`src/rtl/core_mem_arbiter.sv`:
```
// core_mem_arbiter
// Shares one single-master memory bus between an instruction-fetch port and
// a load/store port. Each port holds at most one request, latched on its
// start pulse. Data requests win arbitration, except that a fetch may not be
// passed over more than FETCH_STARVE_MAX times in a row. A fetch can be
// flushed: while still waiting it is dropped, and once on the bus its
// transfer runs to completion but its ready pulse is withheld.

module core_mem_arbiter #(
  parameter int unsigned FETCH_STARVE_MAX = 4
) (
  input  logic        clk,
  input  logic        rst,
  // instruction fetch port
  input  logic        fetch_start,
  input  logic [29:0] fetch_addr,
  input  logic        fetch_flush,
  output logic        fetch_ready,
  output logic        fetch_fault,
  output logic [31:0] fetch_data,
  // load/store port
  input  logic        data_start,
  input  logic        data_write,
  input  logic [29:0] data_addr,
  input  logic [31:0] data_wr,
  input  logic [3:0]  data_be,
  output logic        data_ready,
  output logic        data_fault,
  output logic [31:0] data_rd,
  // memory bus
  output logic [29:0] bus_addr,
  output logic        bus_read,
  output logic        bus_write,
  output logic [31:0] bus_data_wr,
  output logic [3:0]  bus_be,
  input  logic        bus_waitrequest,
  input  logic [1:0]  bus_response,
  input  logic [31:0] bus_data_rd
);

  typedef enum logic [1:0] {
    IDLE      = 2'd0,
    BUS_FETCH = 2'd1,
    BUS_DATA  = 2'd2
  } state_e;

  localparam logic [2:0] STARVE_MAX = 3'(FETCH_STARVE_MAX);

  // Next starve count after a data grant that passed over a waiting fetch;
  // saturates so the counter never goes past the configured limit.
  function automatic logic [2:0] starve_inc(input logic [2:0] cnt);
    logic [2:0] nxt_s;
    if (cnt >= STARVE_MAX) begin
      nxt_s = STARVE_MAX;
    end else begin
      nxt_s = cnt + 3'd1;
    end
    return nxt_s;
  endfunction

  // Any non-zero bus response is an error.
  function automatic logic resp_is_fault(input logic [1:0] resp);
    return (resp != 2'b00);
  endfunction

  // ---------------------------------------------------------------------
  // State
  // ---------------------------------------------------------------------
  state_e      state_q, state_d;

  logic        fetch_pend_q, fetch_pend_d;
  logic [29:0] fetch_addr_q, fetch_addr_d;
  logic        fetch_kill_q, fetch_kill_d;   // in-flight fetch was flushed

  logic        data_pend_q, data_pend_d;
  logic        data_write_q, data_write_d;
  logic [29:0] data_addr_q, data_addr_d;
  logic [31:0] data_wr_q, data_wr_d;
  logic [3:0]  data_be_q, data_be_d;

  logic [2:0]  starve_q, starve_d;

  logic [29:0] bus_addr_q, bus_addr_d;
  logic [31:0] bus_data_wr_q, bus_data_wr_d;
  logic [3:0]  bus_be_q, bus_be_d;
  logic        bus_wr_kind_q, bus_wr_kind_d;  // current transfer is a store
  logic        bus_read_q, bus_read_d;
  logic        bus_write_q, bus_write_d;

  logic        fetch_ready_q, fetch_ready_d;
  logic        fetch_fault_q, fetch_fault_d;
  logic [31:0] fetch_data_q, fetch_data_d;
  logic        data_ready_q, data_ready_d;
  logic        data_fault_q, data_fault_d;
  logic [31:0] data_rd_q, data_rd_d;

  // ---------------------------------------------------------------------
  // Request bookkeeping
  // ---------------------------------------------------------------------
  logic        fetch_busy_s;
  logic        data_busy_s;
  logic        fetch_acc_s;
  logic        fetch_old_s;
  logic        fetch_req_s;
  logic [29:0] fetch_req_addr_s;
  logic        data_acc_s;
  logic        data_req_s;
  logic        data_req_write_s;
  logic [29:0] data_req_addr_s;
  logic [31:0] data_req_wr_s;
  logic [3:0]  data_req_be_s;
  logic        bus_fault_s;

  assign fetch_busy_s = (state_q == BUS_FETCH);
  assign data_busy_s  = (state_q == BUS_DATA);

  // A flush only hits fetches already held, so a start arriving with the
  // flush is always taken and replaces whatever was waiting.
  assign fetch_acc_s      = fetch_start & (fetch_flush | (~fetch_pend_q & ~fetch_busy_s));
  assign fetch_old_s      = fetch_pend_q & ~fetch_flush;
  assign fetch_req_s      = fetch_old_s | fetch_acc_s;
  assign fetch_req_addr_s = fetch_acc_s ? fetch_addr : fetch_addr_q;

  assign data_acc_s       = data_start & ~data_pend_q & ~data_busy_s;
  assign data_req_s       = data_pend_q | data_acc_s;
  assign data_req_write_s = data_acc_s ? data_write : data_write_q;
  assign data_req_addr_s  = data_acc_s ? data_addr  : data_addr_q;
  assign data_req_wr_s    = data_acc_s ? data_wr    : data_wr_q;
  assign data_req_be_s    = data_acc_s ? data_be    : data_be_q;

  assign bus_fault_s = resp_is_fault(bus_response);

  // Next-state, arbitration, bus setup and completion reporting.
  always_comb begin
    state_d       = state_q;
    fetch_pend_d  = fetch_req_s;
    fetch_addr_d  = fetch_req_addr_s;
    fetch_kill_d  = fetch_kill_q | (fetch_busy_s & fetch_flush);
    data_pend_d   = data_req_s;
    data_write_d  = data_req_write_s;
    data_addr_d   = data_req_addr_s;
    data_wr_d     = data_req_wr_s;
    data_be_d     = data_req_be_s;
    starve_d      = fetch_req_s ? starve_q : 3'd0;
    bus_addr_d    = bus_addr_q;
    bus_data_wr_d = bus_data_wr_q;
    bus_be_d      = bus_be_q;
    bus_wr_kind_d = bus_wr_kind_q;
    fetch_ready_d = 1'b0;
    fetch_fault_d = 1'b0;
    fetch_data_d  = fetch_data_q;
    data_ready_d  = 1'b0;
    data_fault_d  = 1'b0;
    data_rd_d     = data_rd_q;

    case (state_q)
      IDLE: begin
        if (data_req_s && (!fetch_req_s || (starve_q != STARVE_MAX))) begin
          state_d       = BUS_DATA;
          data_pend_d   = 1'b0;
          bus_addr_d    = data_req_addr_s;
          bus_data_wr_d = data_req_wr_s;
          bus_be_d      = data_req_be_s;
          bus_wr_kind_d = data_req_write_s;
          if (fetch_req_s) begin
            starve_d = starve_inc(starve_q);
          end else begin
            starve_d = 3'd0;
          end
        end else if (fetch_req_s) begin
          state_d       = BUS_FETCH;
          fetch_pend_d  = 1'b0;
          fetch_kill_d  = 1'b0;
          bus_addr_d    = fetch_req_addr_s;
          bus_data_wr_d = 32'd0;
          bus_be_d      = 4'b1111;
          bus_wr_kind_d = 1'b0;
          starve_d      = 3'd0;
        end else begin
          state_d = IDLE;
        end
      end

      BUS_FETCH: begin
        if (!bus_waitrequest) begin
          state_d      = IDLE;
          fetch_kill_d = 1'b0;
          if (!fetch_kill_q && !fetch_flush) begin
            fetch_ready_d = 1'b1;
            fetch_fault_d = bus_fault_s;
            fetch_data_d  = bus_fault_s ? 32'd0 : bus_data_rd;
          end else begin
            fetch_ready_d = 1'b0;
          end
        end else begin
          state_d = BUS_FETCH;
        end
      end

      BUS_DATA: begin
        if (!bus_waitrequest) begin
          state_d      = IDLE;
          data_ready_d = 1'b1;
          data_fault_d = bus_fault_s;
          data_rd_d    = (bus_fault_s || bus_wr_kind_q) ? 32'd0 : bus_data_rd;
        end else begin
          state_d = BUS_DATA;
        end
      end

      default: begin
        state_d = IDLE;
      end
    endcase

    bus_read_d  = (state_d == BUS_FETCH) || ((state_d == BUS_DATA) && !bus_wr_kind_d);
    bus_write_d = (state_d == BUS_DATA) && bus_wr_kind_d;
  end

  // State and output registers; reset abandons any transfer in flight.
  always_ff @(posedge clk) begin
    if (rst) begin
      state_q       <= IDLE;
      fetch_pend_q  <= 1'b0;
      fetch_addr_q  <= 30'd0;
      fetch_kill_q  <= 1'b0;
      data_pend_q   <= 1'b0;
      data_write_q  <= 1'b0;
      data_addr_q   <= 30'd0;
      data_wr_q     <= 32'd0;
      data_be_q     <= 4'd0;
      starve_q      <= 3'd0;
      bus_addr_q    <= 30'd0;
      bus_data_wr_q <= 32'd0;
      bus_be_q      <= 4'd0;
      bus_wr_kind_q <= 1'b0;
      bus_read_q    <= 1'b0;
      bus_write_q   <= 1'b0;
      fetch_ready_q <= 1'b0;
      fetch_fault_q <= 1'b0;
      fetch_data_q  <= 32'd0;
      data_ready_q  <= 1'b0;
      data_fault_q  <= 1'b0;
      data_rd_q     <= 32'd0;
    end else begin
      state_q       <= state_d;
      fetch_pend_q  <= fetch_pend_d;
      fetch_addr_q  <= fetch_addr_d;
      fetch_kill_q  <= fetch_kill_d;
      data_pend_q   <= data_pend_d;
      data_write_q  <= data_write_d;
      data_addr_q   <= data_addr_d;
      data_wr_q     <= data_wr_d;
      data_be_q     <= data_be_d;
      starve_q      <= starve_d;
      bus_addr_q    <= bus_addr_d;
      bus_data_wr_q <= bus_data_wr_d;
      bus_be_q      <= bus_be_d;
      bus_wr_kind_q <= bus_wr_kind_d;
      bus_read_q    <= bus_read_d;
      bus_write_q   <= bus_write_d;
      fetch_ready_q <= fetch_ready_d;
      fetch_fault_q <= fetch_fault_d;
      fetch_data_q  <= fetch_data_d;
      data_ready_q  <= data_ready_d;
      data_fault_q  <= data_fault_d;
      data_rd_q     <= data_rd_d;
    end
  end

  assign fetch_ready = fetch_ready_q;
  assign fetch_fault = fetch_fault_q;
  assign fetch_data  = fetch_data_q;
  assign data_ready  = data_ready_q;
  assign data_fault  = data_fault_q;
  assign data_rd     = data_rd_q;
  assign bus_addr    = bus_addr_q;
  assign bus_read    = bus_read_q;
  assign bus_write   = bus_write_q;
  assign bus_data_wr = bus_data_wr_q;
  assign bus_be      = bus_be_q;

endmodule

```
`config.mk`:
```
export PLATFORM = sky130hd
export DESIGN_NAME = core_mem_arbiter
export DESIGN_NICKNAME = d
export VERILOG_FILES = /design/src/rtl/core_mem_arbiter.sv
export SDC_FILE = /design/constraint.sdc
export NUM_CORES = 1
export LEC_CHECK = 0
export ABC_AREA = 1
export BUFFER_PORTS_ARGS = -buffer_cell sky130_fd_sc_hd__buf_2
export CAP_MARGIN = 20
export CORE_MARGIN = 2
export CORE_UTILIZATION = 52
export DETAILED_ROUTE_END_ITERATION = 16
export GPL_TIMING_DRIVEN = 0
export PLACE_DENSITY_LB_ADDON = 0.12
export SYNTH_ARGS = -nofsm -noshare
export SYNTH_HDL_FRONTEND = slang
export SYNTH_SLANG_ARGS = --single-unit
```
`constraint.sdc`:
```
create_clock -name clk -period 2 [get_ports clk]
set_input_delay 0.4 -clock clk [delete_from_list [all_inputs] [get_ports clk]]
set_output_delay 0.4 -clock clk [all_outputs]
set_load 0.02 [all_outputs]
```
==> Word level (Yosys, flattened, before mapping) <==
Cells that the tools add are included.
{ "totals": {"regBits": 242} }
{ "classes": {"order_cmp": 1, "n_addsub": 1, "muxes": 37, "n_reduce_logical": 21, "bitwise_logic": 17, "n_eq_ne": 5} }
{ "op_table": {"columns": ["cell", "n"], "rows": [
  ["$mux 32", 5],
  ["$mux 30", 4],
  ["$mux 3", 6],
  ["$mux 1", 15],
  ["$mux 4", 3],
  ["$not 1->1", 7],
  ["$and 1x1->1", 6],
  ["$pmux 2 s3", 1],
  ["$reduce_or 3->1", 2],
  ["$eq 2x1->1 const B", 2],
  ["$eq 2x2->1 const B", 2],
  ["$logic_and 1x1->1", 4],
  ["$logic_not 1->1", 4],
  ["$mux 2", 2],
  ["$or 1x1->1", 4],
  ["$reduce_and 2->1", 2],
  ["$reduce_bool 2->1", 2],
  ["$reduce_or 4->1", 1],
  ["$add 3x1->3 const B", 1],
  ["$ge 3x3->1 const B", 1],
  ["$logic_or 1x1->1", 3],
  ["$ne 3x3->1 const B", 1],
  ["$reduce_and 3->1", 1],
  ["$logic_not 2->1", 1],
  ["other kinds (2)", 2]
]} }

==> Longest topological paths before layout <==
{ "depth": {"word_depth": 14, "ltp_mapped": 12} }

==> Least setup slack after synthesis <==
Ideal clock, no wire load.
{ "synth_path": {"path_type": "in2reg", "startpoint": "in fetch_flush", "endpoint": "reg bus_addr_q[19] (netlist: bus_addr[19])", "slack_ns": 0.531, "t_required_ns": 1.891, "setup_ns": 0.109, "t_arrival_ns": 1.360, "cell_stages": 11, "n_path_buf": 1, "path_cell_list": "inv_1 > nand2_1 > inv_1 > a21oi_2 > nand2_1 > nand2_2 > inv_2 > buf_2 > nand3_1 > nand2_1 > inv_1"} }
{ "synth_via": {"elab_chain_len": 8, "word_cells_on_any_way": 13, "cone_classes": "3 x mux; 5 x bitwise; 5 x reduce/logical"} }
{ "synth_lines": {"columns": ["item", "line", "source"], "rows": [
  ["start: declaration", "17", "input logic fetch_flush,"],
  ["$or 1x1->1 / $not 1->1 (equally long branches)", "119, 120", null],
  ["$and 1x1->1 (on tied branches)", "119, 120", null],
  ["$or 1x1->1", "121", "assign fetch_req_s = fetch_old_s | fetch_acc_s;"],
  ["$logic_not 1->1", "158", "if (data_req_s && (!fetch_req_s || (starve_q != STARVE_MAX))) begin"],
  ["$logic_or 1x1->1", "158", null],
  ["$logic_and 1x1->1", "158", null],
  ["$reduce_bool 2->1 (no source line)", null, null],
  ["$reduce_and 2->1 (no source line)", null, null],
  ["end signal: assignment", "256", "bus_addr_q <= bus_addr_d;"],
  ["end: declaration", "83", "logic [29:0] bus_addr_q, bus_addr_d;"]
]} }
Parallel ways exist; a longest one is shown, timed or not. The select of a mux whose other input is x is not followed.
A chain may end at the register's enable or synchronous reset.

==> Final worst setup path <==
{ "layout_path": {"startpoint": "reg state_q[0]", "endpoint": "reg bus_be_q[1] (netlist: bus_be[1])"} }
{ "layout_via": {"elab_chain_len": 11, "word_cells_on_any_way": 18, "cone_classes": "2 x eq/ne; 2 x mux; 8 x bitwise; 6 x reduce/logical"} }
{ "layout_lines": {"columns": ["item", "line", "source"], "rows": [
  ["start: declaration", "69", "state_e state_q, state_d;"],
  ["start signal: assignment", "246", "state_q <= state_d;"],
  ["$eq 2x1->1", "114", "assign fetch_busy_s = (state_q == BUS_FETCH);"],
  ["$not 1->1 (no source line)", null, null],
  ["$and 1x1->1", "119", "assign fetch_acc_s = fetch_start & (fetch_flush | (~fetch_pend_q & ~fetch_busy_s));"],
  ["$or 1x1->1", "119", null],
  ["$and 1x1->1", "119", null],
  ["$or 1x1->1", "121", null],
  ["$logic_not 1->1", "158", null],
  ["$logic_or 1x1->1", "158", null],
  ["$logic_and 1x1->1", "158", null],
  ["$reduce_bool 2->1 (no source line)", null, null],
  ["$reduce_and 2->1 (no source line)", null, null],
  ["end signal: assignment", "258", "bus_be_q <= bus_be_d;"],
  ["end: declaration", "85", "logic [3:0] bus_be_q, bus_be_d;"]
]} }
Parallel ways exist; a longest one is shown, timed or not.

==> flow_summary.json <==
{
  "powerDensity_nw_per_um2": 1050,
  "worstPathMaxFanout": 10,
  "nNetsFinal": 1719,
  "yosys.area_share.adder_pct": 0.263,
  "setup_viol_count_final": 0,
  "drv_cap": 0,
  "synth-seq-cells": 242,
  "dieWidth_microns": 139,
  "fmax_mhz": 544,
  "cp-start-kind": "flip-flop",
  "synth-xor-area-share_pct": 0,
  "cts_made_buffers": 26,
  "fillers": 1659,
  "period_minus_slack_ns": 1.84,
  "cp_slowest_stage_delay_ns": 0.35,
  "finalClockSkew_ns": 0.00903,
  "hold_path_class": "primary input to flip-flop",
  "core_sq_um": 18000,
  "cts_hold_buf": 0,
  "max-vdd-ir-drop_uv": 812,
  "antenna_found_initial": 6,
  "relSlewSlack_pct": 55.4,
  "grt_pass1_wl_microns": 41300,
  "clkTransAtPathRegs_ns": 0.06,
  "port_buffers": 271,
  "cts_setup_buffers": 0,
  "cp_data_required_time_ns": 2.41,
  "end_kind": "flip-flop",
  "dieArea_sq_um": 19400,
  "avgSynthCellArea_sq_um": 7.42,
  "tightest_slew_ns": 0.669,
  "initial_core_util_pct": 52.9,
  "fin_crit_sh_pct": 91.9,
  "leakage_uw": 0.00619,
  "drtIter0Drc": 414,
  "firstDrtPassIters": 5,
  "rsz0062_at_grt": "false",
  "mostFrequentLayoutCells": "nand2_1, buf_2, dfxtp_1",
  "final-hold-violation-count": 0,
  "grt_max_degree": 14,
  "final_common_cell": "nand2_1",
  "grt_pass1_vias": 8388,
  "routedWlPerCell_microns": 14.3,
  "finalMaxSlewViolations": 0,
  "synth_area_sq_um": 9500,
  "synthMuxAreaShare_pct": 0,
  "seq_area_frac_synth_pct": 51.0,
  "critPathSlowestCell": "dfxtp_1",
  "synth_compound_gate_area_share_pct": 11.2,
  "wl_microns": 26100,
  "cts_htree_levels": 1,
  "post_cts_resized": 0,
  "dp_hpwl_microns": 18800,
  "dpl_worst_slack_ns": -0.357,
  "crit_family": "simple AND/OR/NAND/NOR gates",
  "num_io_pins": 273,
  "rows": 49,
  "total_power_uw": 12600,
  "critPathBufInv": 3,
  "yosys.area_share.simple_pct": 28.4,
  "cts.sinks": 242,
  "vias": 8996,
  "gp_congestion": 0.840,
  "syn_to_final_growth_pct": 26.7,
  "grt_overflow": 0,
  "vias_per_cell": 4.91,
  "netlist_instances": 1281,
  "outcome": "finished clean",
  "synth_top_family_by_area": "simple AND/OR/NAND/NOR gates",
  "ant_nets": 0,
  "drc": 0,
  "dieHeight_microns": 139,
  "crit_chain": "inv_2 > nor2_4 > nand2_2 > a21oi_2 > nand2_1 > nand2_2 > inv_2 > buf_2 > o21ai_1 > nor2_1",
  "yosys_warnings": 0,
  "stdcell_area_sq_um": 12000,
  "cts_tree": "yes",
  "crit_cells": 10,
  "fin_ws_ns": 0.162,
  "timing_worst_setup_path_type": "flip-flop to flip-flop",
  "synth_cell_types": 29,
  "placed_area_sq_um": 11100,
  "track_usage_pct": 25.8,
  "r2r_cells": 10,
  "min_path_cells": 3,
  "timing.hold.ws_ns": 0.134,
  "syn_nets": 1420,
  "worstSkewPairLatency_ns": 0.52,
  "drive_gt1_share_pct": 23.5,
  "worstPathArrival_ns": 2.25,
  "root_buffer": "clkbuf_16",
  "clockBufferDepth": 3
}
final timing paths:
kind,startpoint,to,slack [ns]
setup / recovery,state_q[0],bus_be[1],0.16
hold / removal,bus_data_rd[20],data_rd[20],0.13
setup reg to reg,state_q[0],bus_be[1],0.16
hold reg to reg,bus_data_wr[7],bus_data_wr[7],0.47
power breakdown:
| group | switching (uW) | total [uW] | internal (uW) |
|---|---|---|---|
| Combinational | 1580 | 2410 | 829 |
| Clock | 1920 | 4840 | 2920 |
| Sequential | 155 | 5380 | 5220 |
| Total | 3660 | 12600 | 8970 |
cells in the mapped netlist:
| cell | instances | share of area [%] |
|---|---|---|
| nor2_4 | 1 | 0.12 |
| a22oi_1 | 32 | 2.5 |
| a21oi_1 | 71 | 3.7 |
| nand3_1 | 123 | 6.5 |
| o21ai_0 | 39 | 2.1 |
| o211ai_1 | 1 | 0.079 |
| nor2_2 | 1 | 0.066 |
| buf_2 | 27 | 1.4 |
| buf_6 | 4 | 0.47 |
| ha_1 | 2 | 0.26 |
| inv_2 | 5 | 0.20 |
| a211oi_1 | 1 | 0.079 |
| nand3_4 | 1 | 0.18 |
| nand2_2 | 6 | 0.40 |
| clkbuf_1 | 39 | 1.5 |
| a21oi_2 | 2 | 0.18 |
| nand2_1 | 362 | 14 |
| o21ai_1 | 4 | 0.21 |
| dfxtp_1 | 242 | 51 |
| buf_4 | 8 | 0.63 |
| buf_1 | 4 | 0.16 |
| nor2_1 | 146 | 5.8 |
| nand2_4 | 3 | 0.36 |
| nor4_4 | 1 | 0.22 |
| nand4_1 | 1 | 0.066 |
| inv_1 | 117 | 4.6 |
| o21a_1 | 30 | 2.4 |
| nor3_1 | 4 | 0.21 |
| or2_1 | 4 | 0.26 |
routing by layer:
| layer | vias up | track usage [%] | routed length (microns) |
|---|---|---|---|
| met1 | 4050 | 32.6 | 11200 |
| met2 | 261 | 44.0 | 12500 |
| li1 | 4640 | - | - |
| met4 | 4 | 8.24 | 550 |
| met3 | 41 | 5.97 | 1860 |
| met5 | - | 0 | 27 |
cells by family (layout without fill, tap and decap cells):
logic type,Yosys count,count (layout)
buf+inv,204,522
other cells,0,4
fa+ha+maj,2,2
flops,242,242
compound gates,180,180
simple gates,653,653
area by class of cell:
cell class / instances / area, sq um / area share, %
Tap cell: 229 / 287 / 2.38
Sequential cell: 242 / 4850 / 40.3
Clock buffer: 38 / 807 / 6.70
Clock inverter: 9 / 78.8 / 0.655
Timing Repair Buffer: 271 / 1360 / 11.3
Inverter: 122 / 458 / 3.80
Multi-Input combinational cell: 835 / 3790 / 31.5
Antenna cell: 4 / 10.0 / 0.0831
Buffer: 82 / 402 / 3.34
worst register-to-register path, stage by stage (launching register included):
cell and delay, ns:
dfxtp_1 0.35, inv_2 0.06, nor2_4 0.12, nand2_2 0.09, a21oi_2 0.19, nand2_1 0.09
nand2_2 0.18, inv_2 0.16, buf_2 0.25, o21ai_1 0.19, nor2_1 0.05
registers in the layout (all words and copies together) (netlist names), 2 cells and up:
name          cells
data_wr_q        32
fetch_addr_q     30
data_rd          32
bus_data_wr      32
starve_q          3
bus_be            4
fetch_data       32
bus_addr         30
data_addr_q      30
data_be_q         4
state_q           2
stage by stage:
stage	utilization (%)	instances	TNS, ns
after detailed placement	62.0	1781	-24.84
after CTS	67.0	1828	0
after global placement	62.0	1781	-18.26
after global routing	67.0	1832	0
after floorplan	-	1281	0
final	67.0	1832	0
Power figures use the tool's default switching activity.
